--- src/rtl/spinner_pkg.sv ---
// -----------------------------------------------------------------------------
// spinner_pkg
// Shared types and helpers for the multi-channel spinner/paddle emulator.
//   MODE_WRAP / MODE_CLAMP : position arithmetic mode selectors
//   dir_e                  : 2-bit last-direction encoding per channel
//   sat_add()              : position + signed delta, clamped in MODE_CLAMP;
//                            in MODE_WRAP the caller truncates to WIDTH bits,
//                            which gives the modulo-2^WIDTH behaviour
// -----------------------------------------------------------------------------
package spinner_pkg;

  localparam logic MODE_WRAP  = 1'b0;
  localparam logic MODE_CLAMP = 1'b1;

  typedef enum logic [1:0] {
    DIR_NONE = 2'b00,
    DIR_INC  = 2'b01,
    DIR_DEC  = 2'b10
  } dir_e;

  // Signed add done wider than WIDTH+1 so neither overflow nor a negative
  // intermediate is lost before clamping / truncation.
  function automatic int sat_add(input int   pos_v,
                                 input int   delta_v,
                                 input int   min_v,
                                 input int   max_v,
                                 input logic mode_v);
    int sum_v;
    sum_v = pos_v + delta_v;
    if (mode_v == MODE_CLAMP) begin
      if (sum_v < min_v) begin
        sum_v = min_v;
      end else if (sum_v > max_v) begin
        sum_v = max_v;
      end else begin
        sum_v = sum_v;
      end
    end else begin
      sum_v = sum_v;
    end
    return sum_v;
  endfunction

endpackage

--- src/rtl/spinner_multi_if.sv ---
// -----------------------------------------------------------------------------
// spinner_multi_if
// Bundle between the input/host side and the spinner block.
//   tick        : frame strobe (VSync level); rising edge triggers an update
//   btn_inc/dec : per-channel buttons, active-high
//   load_*      : one-cycle host request to set a channel position
//   pos         : packed positions, channel c at [c*WIDTH +: WIDTH]
//   moved       : one-cycle pulse when a channel position changed
//   dir         : direction of last move per channel (1 = increment)
// master drives the requests and reads positions; slave is the spinner.
// -----------------------------------------------------------------------------
interface spinner_multi_if #(
  parameter int NUM_CH = 2,
  parameter int WIDTH  = 8
);
  logic                      tick;
  logic [NUM_CH-1:0]         btn_inc;
  logic [NUM_CH-1:0]         btn_dec;
  logic                      load_valid;
  logic [1:0]                load_ch;
  logic [WIDTH-1:0]          load_value;
  logic [NUM_CH*WIDTH-1:0]   pos;
  logic [NUM_CH-1:0]         moved;
  logic [NUM_CH-1:0]         dir;

  modport master (
    output tick, btn_inc, btn_dec, load_valid, load_ch, load_value,
    input  pos, moved, dir
  );

  modport slave (
    input  tick, btn_inc, btn_dec, load_valid, load_ch, load_value,
    output pos, moved, dir
  );
endinterface

--- src/rtl/spinner_channel.sv ---
// -----------------------------------------------------------------------------
// spinner_channel
// One channel: position, acceleration step, hold counter, last direction and
// the registered moved/dir outputs.
//   clk, rst_n     : clock, asynchronous active-low reset
//   upd_i          : single-cycle update strobe (tick rising edge)
//   inc_i / dec_i  : buttons, sampled only when upd_i is high
//   load_i         : load request for this channel (wins over upd_i)
//   load_value_i   : value to load (clamped in clamp mode)
//   pos_o          : current position
//   moved_o        : one-cycle pulse, position changed on this update
//   dir_o          : direction of the last real move (1 = increment)
// -----------------------------------------------------------------------------
module spinner_channel
  import spinner_pkg::*;
#(
  parameter int WIDTH       = 8,
  parameter int MODE        = 0,
  parameter int POS_MIN     = 0,
  parameter int POS_MAX     = 255,
  parameter int POS_RESET   = 128,
  parameter int STEP_MIN    = 1,
  parameter int STEP_MAX    = 8,
  parameter int ACCEL_TICKS = 4
) (
  input  logic             clk,
  input  logic             rst_n,
  input  logic             upd_i,
  input  logic             inc_i,
  input  logic             dec_i,
  input  logic             load_i,
  input  logic [WIDTH-1:0] load_value_i,
  output logic [WIDTH-1:0] pos_o,
  output logic             moved_o,
  output logic             dir_o
);

  localparam int   SW       = $clog2(STEP_MAX + 1) + 1;
  localparam int   HW       = $clog2(ACCEL_TICKS + 1) + 1;
  localparam logic MODE_SEL = (MODE == 1) ? MODE_CLAMP : MODE_WRAP;

  logic [WIDTH-1:0] pos_q,   pos_d;
  logic [SW-1:0]    step_q,  step_d;
  logic [HW-1:0]    hold_q,  hold_d;
  dir_e             last_q,  last_d;
  logic             moved_q, moved_d;
  logic             dir_q,   dir_d;
  dir_e             cur_dir_s;
  int               delta_s;
  int               sum_s;

  // Next-state: load first, then per-tick move/acceleration rules.
  always_comb begin
    pos_d     = pos_q;
    step_d    = step_q;
    hold_d    = hold_q;
    last_d    = last_q;
    moved_d   = 1'b0;
    dir_d     = dir_q;
    cur_dir_s = DIR_NONE;
    delta_s   = 0;
    sum_s     = 0;
    if (load_i) begin
      sum_s  = sat_add(int'(load_value_i), 0, POS_MIN, POS_MAX, MODE_SEL);
      pos_d  = WIDTH'(sum_s);
      step_d = SW'(STEP_MIN);
      hold_d = HW'(0);
      last_d = DIR_NONE;
    end else if (upd_i) begin
      if (inc_i == dec_i) begin
        // Both or neither: acceleration state collapses back to idle.
        step_d = SW'(STEP_MIN);
        hold_d = HW'(0);
        last_d = DIR_NONE;
      end else begin
        cur_dir_s = inc_i ? DIR_INC : DIR_DEC;
        if (cur_dir_s != last_q) begin
          delta_s = STEP_MIN;
          step_d  = SW'(STEP_MIN);
          hold_d  = HW'(1);
        end else begin
          delta_s = int'(step_q);
          // >= rather than == keeps ACCEL_TICKS=1 accelerating after the
          // first tick, where hold already starts at 1.
          if (int'(hold_q) + 1 >= ACCEL_TICKS) begin
            hold_d = HW'(0);
            if (int'(step_q) < STEP_MAX) begin
              step_d = step_q + SW'(1);
            end else begin
              step_d = SW'(STEP_MAX);
            end
          end else begin
            hold_d = hold_q + HW'(1);
          end
        end
        last_d = cur_dir_s;
        sum_s  = sat_add(int'(pos_q), inc_i ? delta_s : -delta_s,
                         POS_MIN, POS_MAX, MODE_SEL);
        // Truncation to WIDTH is the wrap in MODE_WRAP; a no-op when clamped.
        pos_d  = WIDTH'(sum_s);
        if (pos_d != pos_q) begin
          moved_d = 1'b1;
          dir_d   = inc_i;
        end else begin
          moved_d = 1'b0;
          dir_d   = dir_q;
        end
      end
    end else begin
      moved_d = 1'b0;
    end
  end

  // Channel state registers.
  always_ff @(posedge clk or negedge rst_n) begin
    if (!rst_n) begin
      pos_q   <= WIDTH'(POS_RESET);
      step_q  <= SW'(STEP_MIN);
      hold_q  <= HW'(0);
      last_q  <= DIR_NONE;
      moved_q <= 1'b0;
      dir_q   <= 1'b0;
    end else begin
      pos_q   <= pos_d;
      step_q  <= step_d;
      hold_q  <= hold_d;
      last_q  <= last_d;
      moved_q <= moved_d;
      dir_q   <= dir_d;
    end
  end

  assign pos_o   = pos_q;
  assign moved_o = moved_q;
  assign dir_o   = dir_q;

endmodule

--- src/rtl/spinner_multi.sv ---
// -----------------------------------------------------------------------------
// spinner_multi
// Multi-channel digital spinner/paddle emulator. Turns per-channel inc/dec
// buttons into WIDTH-bit absolute positions, updated on each frame tick
// rising edge, with hold-time acceleration and wrap or clamp arithmetic.
//   clk, rst_n : clock, asynchronous active-low reset
//   bus        : spinner_multi_if slave (tick, buttons, load path, outputs)
// Holds the tick edge detector and the load demux; channels do the rest.
// -----------------------------------------------------------------------------
module spinner_multi
  import spinner_pkg::*;
#(
  parameter int NUM_CH      = 2,
  parameter int WIDTH       = 8,
  parameter int MODE        = 0,
  parameter int POS_MIN     = 0,
  parameter int POS_MAX     = 255,
  parameter int POS_RESET   = 128,
  parameter int STEP_MIN    = 1,
  parameter int STEP_MAX    = 8,
  parameter int ACCEL_TICKS = 4
) (
  input  logic            clk,
  input  logic            rst_n,
  spinner_multi_if.slave  bus
);

  logic                    tick_q,  tick_d;
  logic                    armed_q, armed_d;
  logic                    upd_s;
  logic [NUM_CH*WIDTH-1:0] pos_s;
  logic [NUM_CH-1:0]       moved_s;
  logic [NUM_CH-1:0]       dir_s;

  // Edge detector next state. tick_q alone resets to 0, so a tick held high
  // across reset release would look like a rising edge; armed only sets
  // once tick has been seen low, forcing a fresh edge after reset.
  always_comb begin
    tick_d  = bus.tick;
    armed_d = armed_q | ~bus.tick;
  end

  // Edge detector registers.
  always_ff @(posedge clk or negedge rst_n) begin
    if (!rst_n) begin
      tick_q  <= 1'b0;
      armed_q <= 1'b0;
    end else begin
      tick_q  <= tick_d;
      armed_q <= armed_d;
    end
  end

  assign upd_s = bus.tick & ~tick_q & armed_q;

  // Load requests for channels that do not exist simply match no channel.
  for (genvar c = 0; c < NUM_CH; c++) begin : g_ch
    logic load_sel_s;
    assign load_sel_s = bus.load_valid & (int'(bus.load_ch) == c);

    spinner_channel #(
      .WIDTH       (WIDTH),
      .MODE        (MODE),
      .POS_MIN     (POS_MIN),
      .POS_MAX     (POS_MAX),
      .POS_RESET   (POS_RESET),
      .STEP_MIN    (STEP_MIN),
      .STEP_MAX    (STEP_MAX),
      .ACCEL_TICKS (ACCEL_TICKS)
    ) u_ch (
      .clk          (clk),
      .rst_n        (rst_n),
      .upd_i        (upd_s),
      .inc_i        (bus.btn_inc[c]),
      .dec_i        (bus.btn_dec[c]),
      .load_i       (load_sel_s),
      .load_value_i (bus.load_value),
      .pos_o        (pos_s[c*WIDTH +: WIDTH]),
      .moved_o      (moved_s[c]),
      .dir_o        (dir_s[c])
    );
  end

  assign bus.pos   = pos_s;
  assign bus.moved = moved_s;
  assign bus.dir   = dir_s;

endmodule

--- src/flat_wrapper.sv ---
// flat-port wrapper written by rule: the top's interface ports become plain ports
module spinner_multi_flat import spinner_pkg::*;
#(
  parameter int NUM_CH      = 2,
  parameter int WIDTH       = 8,
  parameter int MODE        = 0,
  parameter int POS_MIN     = 0,
  parameter int POS_MAX     = 255,
  parameter int POS_RESET   = 128,
  parameter int STEP_MIN    = 1,
  parameter int STEP_MAX    = 8,
  parameter int ACCEL_TICKS = 4
)
  (clk, rst_n, bus_tick, bus_btn_inc, bus_btn_dec, bus_load_valid, bus_load_ch, bus_load_value, bus_pos, bus_moved, bus_dir);
  spinner_multi_if #(.NUM_CH(NUM_CH), .WIDTH(WIDTH)) bus_i ();
  input  logic clk;
  input  logic rst_n;
  input wire logic [$bits(bus_i.tick)-1:0] bus_tick;
  input wire logic [$bits(bus_i.btn_inc)-1:0] bus_btn_inc;
  input wire logic [$bits(bus_i.btn_dec)-1:0] bus_btn_dec;
  input wire logic [$bits(bus_i.load_valid)-1:0] bus_load_valid;
  input wire logic [$bits(bus_i.load_ch)-1:0] bus_load_ch;
  input wire logic [$bits(bus_i.load_value)-1:0] bus_load_value;
  output wire logic [$bits(bus_i.pos)-1:0] bus_pos;
  output wire logic [$bits(bus_i.moved)-1:0] bus_moved;
  output wire logic [$bits(bus_i.dir)-1:0] bus_dir;
  assign bus_i.tick = bus_tick;
  assign bus_i.btn_inc = bus_btn_inc;
  assign bus_i.btn_dec = bus_btn_dec;
  assign bus_i.load_valid = bus_load_valid;
  assign bus_i.load_ch = bus_load_ch;
  assign bus_i.load_value = bus_load_value;
  assign bus_pos = bus_i.pos;
  assign bus_moved = bus_i.moved;
  assign bus_dir = bus_i.dir;
  spinner_multi #(.NUM_CH(NUM_CH), .WIDTH(WIDTH), .MODE(MODE), .POS_MIN(POS_MIN), .POS_MAX(POS_MAX), .POS_RESET(POS_RESET), .STEP_MIN(STEP_MIN), .STEP_MAX(STEP_MAX), .ACCEL_TICKS(ACCEL_TICKS)) u_core (.clk(clk), .rst_n(rst_n), .bus(bus_i));
endmodule
--- config.mk ---
export PLATFORM = sky130hd
export DESIGN_NAME = spinner_multi_flat
export DESIGN_NICKNAME = d
export VERILOG_FILES = /design/src/rtl/spinner_pkg.sv /design/src/rtl/spinner_multi_if.sv /design/src/rtl/spinner_channel.sv /design/src/rtl/spinner_multi.sv /design/src/flat_wrapper.sv
export SDC_FILE = /design/constraint.sdc
export NUM_CORES = 1
export LEC_CHECK = 0
export BUFFER_PORTS_ARGS = -buffer_cell sky130_fd_sc_hd__buf_2
export CORE_UTILIZATION = 42
export DETAILED_ROUTE_END_ITERATION = 10
export HOLD_SLACK_MARGIN = 0.02
export PLACE_DENSITY = 0.58
export SYNTH_ARGS = -nofsm -noshare
export SYNTH_HDL_FRONTEND = slang
export SYNTH_SLANG_ARGS = --single-unit
--- constraint.sdc ---
create_clock -name clk -period 5.23 [get_ports clk]
set_clock_uncertainty 0.15 [all_clocks]
set_input_delay 0.523 -clock clk [delete_from_list [all_inputs] [get_ports clk]]
set_output_delay 0.523 -clock clk [all_outputs]
set_load 0.02 [all_outputs]
; Yosys cells after proc, flatten, opt, wreduce, memory -nomap -nowiden
; Cells that the tools add are included.
[word_totals]
reg_bits = 44
latch_bits = 0
mem_bits_rw = 0
romBits = 0
inputBits = 18
out_inout_bits = 20
elab_cells = 119
memories = 0
[classes]
addsub = 10
n_mul = 0
div_mod_pow = 0
magnitude_cmp = 4
n_eq_ne = 9
shifts = 0
mux = 60
n_bitwise = 11
reduce_logical = 11
[op_table]
columns = op, n
row1 = $mux 8, 20
row2 = $mux 5, 14
row3 = $mux 4, 10
row4 = $add 8x8->8, 2
row5 = $mux 2, 8
row6 = $ne 8x8->1, 2
row7 = $neg 8->8, 2
row8 = $add 4x1->5 const B, 2
row9 = $add 5x1->5 const B, 2
row10 = $ge 5x3->1 const B, 2
row11 = $lt 5x4->1 const B, 2
row12 = $add 4x1->4 const B, 2
row13 = $mux 1, 8
row14 = $reduce_and 2->1, 4
row15 = $reduce_and 4->1, 2
row16 = $reduce_bool 4->1, 2
row17 = $not 1->1, 6
row18 = $and 1x1->1, 4
row19 = $ne 2x1->1 const B, 2
row20 = $ne 2x2->1, 2
row21 = $reduce_bool 2->1, 2
row22 = $eq 1x1->1, 2
row23 = $eq 2x2->1 const B, 1
row24 = $logic_not 2->1, 1
row25 = $or 1x1->1, 1

; Longest topological paths before layout
[logic_depth]
word_depth = 17
ltp_mapped = 19
ltp_nobuf = 17

; By module
; Synthesis repeated with hierarchy kept, for this count alone.
[hier_totals]
cells_unflattened = 399
area_unflattened_um2 = 3464.6
[by_module_without_submodules]
columns = mod, instances, cells_per_inst, area_per_inst_um2, seq_area_each_um2
row1 = spinner_channel (u_core.g_ch[1].u_ch), 1, 199, 1696.6, 528.0
row2 = spinner_channel (u_core.g_ch[0].u_ch), 1, 194, 1681.6, 528.0
row3 = spinner_multi, 1, 6, 86.3, 50.0

; Worst setup path before layout
; Ideal clock, no wire load.
[synth_path]
kind = in2reg
start = input port bus_btn_inc[0]
end = register u_core.g_ch[0].u_ch.dir_q
setup_ns = 0.125
arrival_ns = 3.773
t_required_ns = 4.955
path_slack_ns = 1.182
stages = 16
n_path_buf = 2
cell_sequence = clkbuf_1 -> and3b_1 -> or2_2 -> clkbuf_1 -> nand2_1 -> inv_1 -> ha_1 -> nor2b_1 -> o21bai_1 -> ha_1 -> a211o_1 -> a2111oi_2 -> o211a_1 -> nor4_2 -> a211oi_2 -> mux2_4
[synth_via]
elab_chain_cells = 14
elab_cells_between_ends = 16
[synth_rtl]
columns = element, line_no
row1 = from (decl), flat_wrapper.sv:19  ; input wire logic [$bits(bus_i.btn_inc)-1:0] bus_btn_inc;
row2 = $mux 2, spinner_channel.sv:76  ; cur_dir_s = inc_i ? DIR_INC : DIR_DEC;
row3 = $ne 2x2->1, spinner_channel.sv:77  ; if (cur_dir_s != last_q) begin
row4 = $mux 5, spinner_channel.sv:77
row5 = $mux 8, spinner_channel.sv:70  ; if (inc_i == dec_i) begin
row6 = $mux 8, spinner_channel.sv:69  ; end else if (upd_i) begin
row7 = $mux 8, spinner_channel.sv:63  ; if (load_i) begin
row8 = $neg 8->8, spinner_channel.sv:97  ; sum_s = sat_add(int'(pos_q), inc_i ? delta_s : -delta_s,
row9 = $mux 8, spinner_channel.sv:97
row10 = $add 8x8->8, spinner_pkg.sv:29  ; sum_v = pos_v + delta_v;
row11 = $mux 8, spinner_channel.sv:70
row12 = $mux 8, spinner_channel.sv:69
row13 = $mux 8, spinner_channel.sv:63
row14 = $ne 8x8->1, spinner_channel.sv:101  ; if (pos_d != pos_q) begin
row15 = $reduce_and 4->1 (no source line), n/a
row16 = to (signal assigned), spinner_channel.sv:129  ; dir_q <= dir_d;
row17 = to (decl), spinner_channel.sv:47  ; logic dir_q, dir_d;
; Several ways; a longest one is shown, not always the timed one. The select of a mux whose other input is x is not followed.
; A chain may end at the register's enable or synchronous reset.

; Final worst setup path
[layout_path]
start = register u_core.g_ch[0].u_ch.last_q[1]
end = register u_core.g_ch[0].u_ch.dir_q
[layout_via]
elab_chain_cells = 13
[layout_rtl]
columns = element, line_no
row1 = from (decl), spinner_channel.sv:45  ; dir_e last_q, last_d;
row2 = from (signal assigned), spinner_channel.sv:127  ; last_q <= last_d;
row3 = $ne 2x2->1 (*), spinner_channel.sv:77
row4 = $mux 5 (*), spinner_channel.sv:77
row5 = $mux 8 (*), spinner_channel.sv:70
row6 = $mux 8 (*), spinner_channel.sv:69
row7 = $mux 8 (*), spinner_channel.sv:63
row8 = $neg 8->8, spinner_channel.sv:97
row9 = $mux 8 (*), spinner_channel.sv:97
row10 = $add 8x8->8 (*), spinner_pkg.sv:29
row11 = $mux 8 (*), spinner_channel.sv:70
row12 = $mux 8 (*), spinner_channel.sv:69
row13 = $mux 8 (*), spinner_channel.sv:63
row14 = $ne 8x8->1 (*), spinner_channel.sv:101
row15 = $reduce_and 4->1 (no source line) (*), n/a
; Mark *: on every way between the ends. The rest lies on a longest branch, timed or not. The select of a mux whose other input is x is not followed.

==> metrics <==
status=finished clean; EDFF count, synth=0; Worst EP required=5280 ps; post-synthesis register bit count=44; Mapped Cells=405; Initial Util=0.432; Site Rows=33; CTS-repair resized insts=0; post-DR vias/cell=5.40; H-Tree Level Count=2; CP endpoint kind=flop; Worst-Margin Slew=1030 ps; most frequent cells in the layout=40 x dfrtp_1, 38 x o21ai_0, 37 x buf_2; leakage power total=0.00180 uW; CTS Hold Bufs=0; CTS Sinks=44; DRT iter0 DRCs=141; Avg WL per Cell=15.0 um; GRT overflow=0; largest net degree at the start of global routing=45; clk slew on worst S/H paths=100 ps; commonest non-fill, non-tap cell in the layout=dfrtp_1; setup TNS=0 ps; syn_nets=451; Die Height=93.7 um; Vias=2879; WL final=7980 um; power per cell area=437 nW/um^2; post-synthesis average cell area=8.72 um^2; Clock Path Buffers=2; CP Class=flop to flop; first-pass GRT wire length=13600 um; share of cells above drive strength 1=0.154; drt pass-1 iters=4; GRT Resource Usage Total=0.199; Max Clk Rate=0.257 GHz; I/O pin total=38; Mapped Area=3530 um^2; Port Buffers=37; Final Cycle Share=0.745; DRC Markers=0; Antenna Cells=0; Worst Path Arrival=3950 ps; Clock Latency Late Sink=300 ps; Post-DRT Antenna Nets=0; Worst Path Max Fanout=8; root buffer cell=clkbuf_8; DIE AREA=8770 um^2; die outline width=93.7 um; cts bufs inserted=5; Slew Limit Fails=0; setup violators final=0; VDD IR-drop max=0.286 mV; Final Critical Period=3900 ps; CTS tree=done; sequential area share after synthesis=0.313; max cap viols=0; Final Hold Vio Count=0; asr flop ratio synth=1.00; crit path launch type=flop; RSZ-0062 raised after global routing=false; worst min path class=input pin to flop; Setup Fix Bufs, Post-CTS=0; Synth cell types=66; initial antenna violation count=0; slew margin rel.=0.315; area added between synthesis and finish=9.54%; RD Place Congestion=0.842; Ys Warns=0; Power Total=1690 uW; Layout Nets=473; main flop type after synthesis=dfrtp_1; vias in the first global route=2858; Core Area=8180 um^2; hpwl dp=6070 um
cell usage after synthesis, types with 3 or more instances:
cell type / number / area share
dfstp_2: 4 / 0.030
dfrtp_1: 40 / 0.28
buf_2: 5 / 0.0071
a31oi_1: 5 / 0.0089
nand3b_1: 4 / 0.0085
o21a_1: 3 / 0.0064
xnor3_1: 4 / 0.026
nor2b_1: 4 / 0.0071
inv_1: 26 / 0.028
buf_4: 4 / 0.0085
nor4_1: 3 / 0.0053
o21bai_1: 4 / 0.0085
nor3_1: 9 / 0.013
o22ai_1: 3 / 0.0053
xor2_1: 6 / 0.015
xnor2_1: 17 / 0.042
o21ai_0: 38 / 0.054
a21o_1: 3 / 0.0064
ha_1: 26 / 0.092
mux2i_1: 15 / 0.043
and2_1: 5 / 0.0089
nand2_1: 36 / 0.038
nand3_1: 6 / 0.0085
o31ai_1: 4 / 0.0085
clkbuf_1: 13 / 0.014
nor2_1: 30 / 0.032
a21oi_1: 26 / 0.037
and3_1: 5 / 0.0089
or2_2: 3 / 0.0053
and3b_1: 4 / 0.0099
nand2b_1: 6 / 0.011
through the flow:
stage	instance area, um^2	hold slack (ps)	instances	worst slack, ps	util
6_report	3870	204	533	1330	0.473
5_1_grt	3870	192	533	1100	0.473
4_1_cts	3870	196	533	1350	0.473
3_5_place_dp	3750	315	525	1060	0.459
3_3_place_gp	3750	300	525	1110	0.459
2_1_floorplan	3530	77.4	405	1180	-
where the power goes:
part	internal (uW)	switching (uW)	leakage, uW
clock network	144	134	0.0000548
logic	428	494	0.00120
registers	411	80.7	0.000554
total	982	708	0.00180
path summary, 6_finish.rpt:
kind,to,cells after the start,slack [ps],startpoint
worst max-delay path,u_core.g_ch[0].u_ch.dir_o,14,1330,u_core.g_ch[0].u_ch.last_q[1]
worst min-delay path,u_core.tick_q,1,200,bus_tick
worst max register to register,u_core.g_ch[0].u_ch.dir_o,14,1330,u_core.g_ch[0].u_ch.last_q[1]
worst min register to register,u_core.armed_q,1,330,u_core.armed_q
max in group asynchronous,u_core.g_ch[1].u_ch.hold_q[1],1,4050,rst_n
min in group asynchronous,u_core.g_ch[0].u_ch.pos_o[4],1,230,rst_n
critical path: stages (launching register included):
cell       delay (ps)
dfrtp_1           420
and3b_1           220
or2_2             370
nand2_1           120
inv_1              50
ha_1              250
nor2b_1           120
o21bai_1          170
ha_1              280
a211o_1           380
a2111oi_2         340
o211a_1           210
nor4_2             60
a211oi_2          330
mux2_4            330
kinds of logic after synthesis:
| kind of cell | count (synthesis) | synth area share |
|---|---|---|
| AOI/OAI and AO/OA | 110 | 0.203 |
| xor gates and xnor gates | 27 | 0.0826 |
| adders and majority gates | 28 | 0.104 |
| buffers and inverters | 49 | 0.0581 |
| DFF | 44 | 0.313 |
| muxes | 17 | 0.0500 |
| and+or+nand+nor | 130 | 0.190 |
flip-flops by register name (all words and copies together), names as in the netlist:
| register | count |
|---|---|
| u_core.armed_q | 1 |
| u_core.g_ch.u_ch.moved_o | 2 |
| u_core.g_ch.u_ch.last_q | 4 |
| u_core.g_ch.u_ch.step_q | 10 |
| u_core.tick_q | 1 |
| u_core.g_ch.u_ch.dir_o | 2 |
| u_core.g_ch.u_ch.hold_q | 8 |
| u_core.g_ch.u_ch.pos_o | 16 |
layout make-up:
cell class / instances / area [um^2]
Timing Repair Buffer: 38 / 193
Multi-Input combinational cell: 312 / 2220
Clock inverter: 3 / 46.3
Fill cell: 787 / 4310
Clock buffer: 5 / 68.8
Tap cell: 105 / 131
Inverter: 26 / 97.6
Sequential cell: 44 / 1110
metal layers:
| metal | share of wire | GRT usage |
|---|---|---|
| met2 | 0.45 | 0.317 |
| met3 | 0.031 | 0.0332 |
| met1 | 0.50 | 0.273 |
| met5 | 0 | 0 |
| met4 | 0.018 | 0.0667 |
(Power assumes the default switching activity.)
